### src/rtl/legv8_pkg.sv
// Shared types and constants for the LEGv8 memory-access stage.
// Holds the access FSM state encoding and the doubleword alignment mask.
package legv8_pkg;

  typedef enum logic [1:0] {
    IDLE = 2'd0,
    WAIT = 2'd1,
    DONE = 2'd2
  } mem_state_t;

  localparam logic [2:0] ALIGN_MASK = 3'b111;

  function automatic logic is_misaligned(input logic [2:0] addr_lo);
    return (addr_lo & ALIGN_MASK) != 3'b000;
  endfunction

endpackage

### src/rtl/memory_access_flopenr.sv
// flopenr: parameterised enable flop with asynchronous active-low reset.
// Used as the EX/MEM pipeline register of memory_access.
module flopenr #(
  parameter int W = 8
) (
  input  logic         clk,
  input  logic         rst_n,
  input  logic         en,
  input  logic [W-1:0] d,
  output logic [W-1:0] q
);

  // Pipeline register: cleared on reset, loads only when enabled
  always_ff @(posedge clk or negedge rst_n) begin
    if (!rst_n) begin
      q <= {W{1'b0}};
    end else if (en) begin
      q <= d;
    end
  end

endmodule

### src/rtl/memory_access.sv
// LEGv8 memory-access stage: EX/MEM register, data-memory handshake FSM, branch redirect.
// Optional feature macro: MEM_MISALIGN_CHECK_EN (traps non-doubleword-aligned accesses).
module memory_access
  import legv8_pkg::*;
#(
  parameter int N = 64
) (
  input  logic         clk,
  input  logic         reset,
  input  logic [N-1:0] aluResult_E,
  input  logic [N-1:0] writeData_E,
  input  logic [N-1:0] PCBranch_E,
  input  logic         zero_E,
  input  logic         valid_E,
  input  logic         memRead_E,
  input  logic         memWrite_E,
  input  logic         branch_E,
  input  logic         regWrite_E,
  input  logic         memtoReg_E,
  input  logic [4:0]   rd_E,
  output logic         stall_M,
  output logic         PCSrc_M,
  output logic [N-1:0] PCBranch_M,
  output logic [N-1:0] aluResult_M,
  output logic [N-1:0] readData_M,
  output logic [4:0]   rd_M,
  output logic         regWrite_M,
  output logic         memtoReg_M,
  output logic         valid_M,
  output logic         dm_req,
  output logic         dm_we,
  output logic [N-1:0] dm_addr,
  output logic [N-1:0] dm_wdata,
  input  logic         dm_ack,
  input  logic [N-1:0] dm_rdata,
  output logic         misalign_M
);

  localparam int W = 3 * N + 12;

  logic [W-1:0] exmem_d_s;
  logic [W-1:0] exmem_q_s;

  logic [N-1:0] alu_result_r;
  logic [N-1:0] write_data_r;
  logic [N-1:0] pc_branch_r;
  logic         zero_r;
  logic         valid_r;
  logic         mem_read_r;
  logic         mem_write_r;
  logic         branch_r;
  logic         reg_write_r;
  logic         memto_reg_r;
  logic [4:0]   rd_r;

  mem_state_t   state_r;
  mem_state_t   state_next_s;
  logic         memop_s;
  logic         misalign_s;
  logic         req_s;
  logic         stall_s;
  logic [N-1:0] read_data_r;

  assign exmem_d_s = {aluResult_E, writeData_E, PCBranch_E, zero_E, valid_E, memRead_E,
                      memWrite_E, branch_E, regWrite_E, memtoReg_E, rd_E};

  flopenr #(.W(W)) u_exmem (
    .clk   (clk),
    .rst_n (reset),
    .en    (~stall_s),
    .d     (exmem_d_s),
    .q     (exmem_q_s)
  );

  assign {alu_result_r, write_data_r, pc_branch_r, zero_r, valid_r, mem_read_r,
          mem_write_r, branch_r, reg_write_r, memto_reg_r, rd_r} = exmem_q_s;

  assign memop_s = valid_r & (mem_read_r | mem_write_r);

`ifdef MEM_MISALIGN_CHECK_EN
  assign misalign_s = memop_s & is_misaligned(alu_result_r[2:0]);
`else
  assign misalign_s = 1'b0;
`endif

  // A trapped misaligned access still stalls for its IDLE cycle, but never requests memory
  assign stall_s = memop_s & (state_r != DONE);
  assign req_s   = stall_s & ~misalign_s;

  // FSM state register
  always_ff @(posedge clk or negedge reset) begin
    if (!reset) begin
      state_r <= IDLE;
    end else begin
      state_r <= state_next_s;
    end
  end

  // Next-state logic; dm_ack only matters while a request is outstanding
  always_comb begin
    state_next_s = state_r;
    case (state_r)
      IDLE: begin
        if (memop_s & misalign_s) begin
          state_next_s = DONE;
        end else if (memop_s & dm_ack) begin
          state_next_s = DONE;
        end else if (memop_s) begin
          state_next_s = WAIT;
        end else begin
          state_next_s = IDLE;
        end
      end
      WAIT: begin
        if (dm_ack) begin
          state_next_s = DONE;
        end else begin
          state_next_s = WAIT;
        end
      end
      DONE:    state_next_s = IDLE;
      default: state_next_s = IDLE;
    endcase
  end

  // Load data captured on the acknowledge cycle of a read request
  always_ff @(posedge clk or negedge reset) begin
    if (!reset) begin
      read_data_r <= {N{1'b0}};
    end else if (req_s & dm_ack & mem_read_r) begin
      read_data_r <= dm_rdata;
    end
  end

  assign dm_req   = req_s;
  assign dm_we    = mem_write_r;
  assign dm_addr  = alu_result_r;
  assign dm_wdata = write_data_r;

  assign stall_M     = stall_s;
  assign valid_M     = valid_r & (~memop_s | (state_r == DONE));
  assign misalign_M  = misalign_s & (state_r == DONE);
  assign regWrite_M  = reg_write_r & valid_M & ~misalign_s;
  assign rd_M        = rd_r;
  assign memtoReg_M  = memto_reg_r;
  assign aluResult_M = alu_result_r;
  assign readData_M  = read_data_r;
  assign PCSrc_M     = branch_r & zero_r & valid_r;
  assign PCBranch_M  = pc_branch_r;

endmodule

### config.mk
export PLATFORM = sky130hd
export DESIGN_NAME = memory_access
export DESIGN_NICKNAME = d
export VERILOG_FILES = /design/src/rtl/legv8_pkg.sv /design/src/rtl/memory_access_flopenr.sv /design/src/rtl/memory_access.sv
export SDC_FILE = /design/constraint.sdc
export NUM_CORES = 1
export LEC_CHECK = 0
export ABC_AREA = 1
export BUFFER_PORTS_ARGS = -buffer_cell sky130_fd_sc_hd__buf_2
export CORE_AREA = 2 2 234 236
export CTS_CLUSTER_DIAMETER = 30
export DETAILED_ROUTE_END_ITERATION = 8
export DIE_AREA = 0 0 236 238
export PLACE_DENSITY = 0.43
export SKIP_CTS_REPAIR_TIMING = 1
export SYNTH_ARGS = -nofsm -noshare
export SYNTH_HDL_FRONTEND = slang
export SYNTH_SLANG_ARGS = --single-unit
### constraint.sdc
create_clock -name clk -period 3.1 [get_ports clk]
set_input_delay 0.31 -clock clk [delete_from_list [all_inputs] [get_ports clk]]
set_output_delay 0.31 -clock clk [all_outputs]
set_load 0.05 [all_outputs]
==> results.sh, run 1 <==
export IMPL_status="complete, but fails checks"
export IMPL_failed_checks="hold timing"
export IMPL_synth_seq_cells=270
export IMPL_layout_nets=2309
export IMPL_cp_arrival_ns=2.34
export IMPL_synth_main_ff_cell="dfrtp_1"
export IMPL_cp_max_fo=74
export IMPL_crit_chain="o21ai_1 > nor2_4 > buf_12 > nor3_1 > buf_2"
export IMPL_finalSetupTns_ns=0
export IMPL_final_setup_viol_count=0
export IMPL_drtIter0Drc=383
export IMPL_drt_wirelength_per_cell_um=14.7
export IMPL_port_buffers=602
export IMPL_synth_edf_count=0
export IMPL_synth_most_common_cell="nand2_1"
export IMPL_final_antenna_net_count=0
export IMPL_grt_usage_pct=13.5
export IMPL_cts_buffers=76
export IMPL_start_util_pct=23.0
export IMPL_boundaryPins=604
export IMPL_synth_fp_nets=1696
export IMPL_ys_seq_area_share_pct=54.8
export IMPL_clk_pin_slew_ns=0.04
export IMPL_whs_ns=-0.00931
export IMPL_drv_cap=0
export IMPL_syn_to_final_growth_pct=56.6
export IMPL_crit_path_end_kind="output pin"
export IMPL_grt_max_degree=91
export IMPL_drtPass1Iterations=4
export IMPL_cts_sinks=270
export IMPL_path_depth=5
export IMPL_period_share_pct=85.6
export IMPL_synth_top_area_share_pct=54.8
export IMPL_synth_top_cell_by_area="dfrtp_1"
export IMPL_hold_depth=3
export IMPL_min_path_type="in2reg"
export IMPL_grt_pass1_vias=10296
export IMPL_path_class="reg2out"
export IMPL_synth_area_per_cell_um2=8.65
export IMPL_yosys_warnings=0
export IMPL_slew_headroom_pct=50.8
export IMPL_via_per_inst=3.98
export IMPL_fillCellCount=5468
export IMPL_cts_tree="yes"
export IMPL_grt_first_pass_wirelength_um=59200
export IMPL_rsz0062_at_grt="no"
export IMPL_final_setup_skew_ns=0.0181
export IMPL_fin_util_pct=36.1
export IMPL_placed_area_um2=14200
export IMPL_grt_overflow=0
export IMPL_drive_above_1_share_pct=35.9
export IMPL_die_w_um=236
export IMPL_r2r_setup_slack_ns=0.94
export IMPL_antenna_found_initial=4
export IMPL_crit_required_ns=2.79
export IMPL_fin_area_um2=19300
export IMPL_drt_wl_total_um=41200
export IMPL_worst_pin_slew_ns=0.738
export IMPL_die_area_um2=56200
export IMPL_root_buffer="clkbuf_16"
export IMPL_critPathBufInv=2
export IMPL_via_count=11135
export IMPL_synthTopCellsByArea="dfrtp_1 55%, nand2_1 22%, buf_4 16%"
export IMPL_slew_violations=0
export IMPL_final_hold_violation_count=1
export IMPL_cpLargestDelayFamily="flip-flops"
export IMPL_async_reset_ff_share_pct=100
export IMPL_period_minus_slack_ns=2.65
export IMPL_reg2regPathDepth=6
export IMPL_cp_slowest_cell="dfrtp_2"
export IMPL_max_freq_ghz=0.377
export IMPL_die_y_um=238
export IMPL_syn_area_um2=12300
export IMPL_synth_cell_types=17
export IMPL_dpl_hpwl_um=27400
export IMPL_htree_num_levels=3
export IMPL_netlist_instances=1425
export IMPL_clockBufferDepth=3
export IMPL_max_stage_delay_ns=0.59
export IMPL_num_rows=85
export IMPL_clock_latency_ns=0.59
export IMPL_core_area_um2=53500
export IMPL_gp_congestion=0.788
export IMPL_yosys_top_cells_count="732 x nand2_1, 270 x dfrtp_1, 267 x buf_4, 64 x nand4_1, 39 x buf_2"
export IMPL_drc=0
export IMPL_worstSetupStartpointType="flip-flop"
cell usage in the layout (no fill, tap or decap):
cell / Yosys / routed
buf_12: 0 / 8
inv_6: 0 / 4
nor2_4: 1 / 1
dfrtp_2: 0 / 1
o21ai_1: 1 / 1
dlygate4sd3_1: 0 / 251
nand4_4: 0 / 1
clkinv_16: 0 / 1
clkinv_2: 0 / 13
inv_1: 8 / 8
clkbuf_16: 0 / 76
or2_2: 1 / 1
clkbuf_1: 20 / 10
diode_2: 0 / 1
nor3_1: 2 / 2
buf_2: 39 / 601
buf_4: 267 / 8
clkinv_8: 0 / 2
inv_16: 0 / 1
o21ai_0: 4 / 4
bufinv_16: 0 / 9
nand2_1: 732 / 732
nand4_1: 64 / 64
nor2_1: 5 / 5
clkinv_4: 0 / 1
dfrtp_1: 270 / 269
clkinvlp_4: 0 / 13
clkbuf_8: 0 / 11
buf_8: 0 / 1
conb_1: 1 / 1
worst min-delay path, cell delays in order:
cell and delay [ns]:
buf_2 0.11, nand2_1 0.06, nand2_1 0.05
final cells by class:
| cell class | instances | area, um2 | share of cell area [%] |
|---|---|---|---|
| Sequential cell | 270 | 6760 | 35.0 |
| Antenna cell | 1 | 2.50 | 0.0130 |
| Inverter | 9 | 38.8 | 0.201 |
| Clock buffer | 97 | 2090 | 10.8 |
| Tap cell | 696 | 871 | 4.51 |
| Clock inverter | 43 | 551 | 2.85 |
| Timing Repair Buffer | 869 | 5760 | 29.8 |
| Multi-Input combinational cell | 812 | 3240 | 16.8 |
per-layer routing:
| layer | vias up | part of all wire [%] | GRT usage (%) |
|---|---|---|---|
| met3 | 76 | 8.0 | 5.39 |
| met5 | - | 0.097 | 0 |
| li1 | 5391 | - | - |
| met1 | 5201 | 40 | 15.6 |
| met2 | 461 | 49 | 21.9 |
| met4 | 6 | 2.7 | 6.16 |
flip-flops by register name, indices dropped and copies added (netlist names):
signal and count:
u_exmem.q 204, state_r 2, readData_M 64
final timing paths:
check / from / end
max: u_exmem.q[9]$_DFFE_PN0N_ / regWrite_M
min: PCBranch_E[35] / u_exmem.q[47]$_DFFE_PN0N_
max reg2reg: u_exmem.q[9]$_DFFE_PN0N_ / u_exmem.q[197]$_DFFE_PN0N_
min reg2reg: u_exmem.q[72]$_DFFE_PN0N_ / u_exmem.q[72]$_DFFE_PN0N_
max in group asynchronous: reset / u_exmem.q[159]$_DFFE_PN0N_
min in group asynchronous: reset / u_exmem.q[101]$_DFFE_PN0N_
through the flow:
step | instances | worst slack, ns | hold WS [ns]
floorplan | 1425 | 0.371 | 0.0144
global placement | 2405 | 0.914 | 0.395
detailed placement | 2405 | 0.881 | 0.392
CTS | 2545 | 0.338 | -0.260
global route | 2797 | 0.269 | 0.00565
finish | 2797 | 0.448 | -0.00931
cell families after synthesis:
logic type | share of synthesized area [%]
AOI/OAI and AO/OA | 0.203
buffers and inverters | 19.0
DFF | 54.8
other | 0.0304
and+or+nand+nor | 26.0
Power of run 1 is not shown: default switching activity piles up to over one toggle a cycle in this logic, so the estimate is an artifact.
==> run 2, diff against run 1 <==
--- a/config.mk
+++ b/config.mk
@@ -11,7 +11,7 @@
 export CTS_CLUSTER_DIAMETER = 30
 export DETAILED_ROUTE_END_ITERATION = 8
 export DIE_AREA = 0 0 236 238
-export PLACE_DENSITY = 0.43
+export PLACE_DENSITY_LB_ADDON = 0.15
 export SKIP_CTS_REPAIR_TIMING = 1
 export SYNTH_ARGS = -nofsm -noshare
 export SYNTH_HDL_FRONTEND = slang
==> run 2 against run 1 <==
Compared with the run above:
- the run still ends with hold timing left
- critical endpoint is now dm_req
- sequential share of layout area shrank 0.45 points
- global-route usage grew 0.66 points
- design area grew 1.3%
- die area is the same
- core utilization grew 0.47 points
- count of clock-buffer cells in the layout grew 10
- maximum frequency grew 8.5%
- worst setup slack gained 0.21 ns
- critical path depth is the same
- register-to-register slack gained 0.43 ns
- routed wire length grew 3.2%
==> results.sh, run 2 (same netlist as run 1, synthesis figures left out) <==
export IMPL_status="complete, but fails checks"
export IMPL_failed_checks="hold timing"
export IMPL_cts_sinks=270
export IMPL_clk_pin_slew_ns=0.04
export IMPL_grt_util_met2_pct=22.4
export IMPL_antenna_found_initial=2
export IMPL_final_cell_mix="732 x nand2_1, 601 x buf_2, 269 x dfrtp_1, 255 x dlygate4sd3_1, 84 x clkbuf_16"
export IMPL_drc=0
export IMPL_drive_above_1_share_pct=36.0
export IMPL_cp_arrival_ns=2.13
export IMPL_crit_path_end_kind="output pin"
export IMPL_drtIter0Drc=396
export IMPL_worst_pin_slew_ns=0.801
export IMPL_drt_wirelength_per_cell_um=15.2
export IMPL_cp_slowest_cell="dfrtp_1"
export IMPL_hold_start="dm_rdata[55]"
export IMPL_critPathBufInv=3
export IMPL_start_util_pct=23.0
export IMPL_clockBufferDepth=3
export IMPL_port_buffers=602
export IMPL_grt_busiest_layer="met2"
export IMPL_root_buffer="clkbuf_16"
export IMPL_worstReg2RegStart="state_r[1]$_DFF_PN0_"
export IMPL_drtPass1Iterations=6
export IMPL_preCtsSetupSlack_ns=1.23
export IMPL_min_path_type="in2reg"
export IMPL_gp_congestion=0.793
export IMPL_finalSetupTns_ns=0
export IMPL_final_setup_viol_count=0
export IMPL_via_count=11175
export IMPL_rsz0062_at_grt="no"
export IMPL_slew_violations=0
export IMPL_final_antenna_net_count=0
export IMPL_drt_wl_total_um=42500
export IMPL_grt_first_pass_wirelength_um=61800
export IMPL_max_stage_delay_ns=0.36
export IMPL_whs_ns=-0.0174
export IMPL_crit_required_ns=2.79
export IMPL_cpLargestDelayFamily="buffers and inverters"
export IMPL_worstSetupStartpointType="flip-flop"
export IMPL_dpl_hpwl_um=28400
export IMPL_cts_buffers=83
export IMPL_path_class="reg2out"
export IMPL_max_freq_ghz=0.409
export IMPL_grt_overflow=0
export IMPL_core_area_um2=53500
export IMPL_via_per_inst=3.98
export IMPL_clock_latency_ns=0.58
export IMPL_grt_pass1_vias=10453
export IMPL_num_rows=85
export IMPL_fin_util_pct=36.6
export IMPL_slew_headroom_pct=46.6
export IMPL_grt_usage_pct=14.2
export IMPL_htree_num_levels=3
export IMPL_largest_reg_flops=204
export IMPL_final_common_cell="nand2_1"
export IMPL_final_hold_violation_count=2
export IMPL_drv_cap=0
export IMPL_met3_usage_pct=6.14
export IMPL_grt_max_degree=138
export IMPL_startpoint="state_r[1]$_DFF_PN0_"
export IMPL_period_minus_slack_ns=2.44
export IMPL_layout_setup_ws_ns=0.655
export IMPL_die_y_um=238
export IMPL_die_area_um2=56200
export IMPL_syn_to_final_growth_pct=58.7
export IMPL_boundaryPins=604
export IMPL_grtUsageMet1_pct=16.6
export IMPL_crit_chain="nand2_1 > inv_1 > nor2_4 > buf_12 > buf_2"
export IMPL_layout_nets=2322
export IMPL_cp_max_fo=98
export IMPL_period_share_pct=78.9
export IMPL_cts_tree="yes"
export IMPL_die_w_um=236
export IMPL_top_register="u_exmem.q"
export IMPL_final_setup_skew_ns=0.0199
==> run 2: changes by cell type in the layout (fill, tap and decap cells not counted), moves of 2 or more <==
cell	change
buf_12	-2
clkinv_2	-2
bufinv_16	+3
buf_4	+4
inv_6	+2
clkbuf_8	+3
clkinvlp_4	-9
dlygate4sd3_1	+4
clkbuf_16	+8
==> run 2: area by class of cell <==
class | count | area (um2)
antenna | 1 | 2.50
clock buffer | 107 | 2330
clock inverter | 36 | 543
fill | 5472 | 33900
inverter | 9 | 38.8
multi-input combinational | 812 | 3240
sequential | 270 | 6760
tap | 696 | 871
timing repair buffer | 875 | 5790
==> run 2: per-layer routing <==
metal / vias to the layer above / share of wire (%)
met3: 75 / 8.7
met1: 5202 / 41
met2: 483 / 47
li1: 5413 / -
met5: - / 0.031
met4: 2 / 2.6
==> run 2: worst paths after layout <==
check	endpoint	slack, ns	cells past startpoint
setup / recovery	dm_req	0.66	5
hold / removal	readData_M[55]$_DFFE_PN0P_	-0.02	3
setup reg to reg	readData_M[10]$_DFFE_PN0P_	1.37	6
hold reg to reg	u_exmem.q[79]$_DFFE_PN0N_	0.47	2
max in group asynchronous	u_exmem.q[9]$_DFFE_PN0N_	1.82	3
min in group asynchronous	u_exmem.q[121]$_DFFE_PN0N_	0.33	2
==> run 2: worst reg2reg max path, cell delays in order, from the launching register on <==
cell,delay [ns]
dfrtp_1,0.36
nand2_1,0.09
inv_1,0.07
nor2_4,0.22
buf_12,0.44
nand4_1,0.36
nand2_1,0.10
==> run 2: stage by stage <==
stage                     cell area [um2]  cells  hold slack, ns
final                               19600   2806         -0.0174
after global routing                19600   2806         0.00155
after CTS                           17000   2550          -0.278
after detailed placement            14100   2407           0.368
after global placement              14100   2407           0.370
after floorplan                     12300   1425          0.0144
Power of run 2 is left out for the same reason.
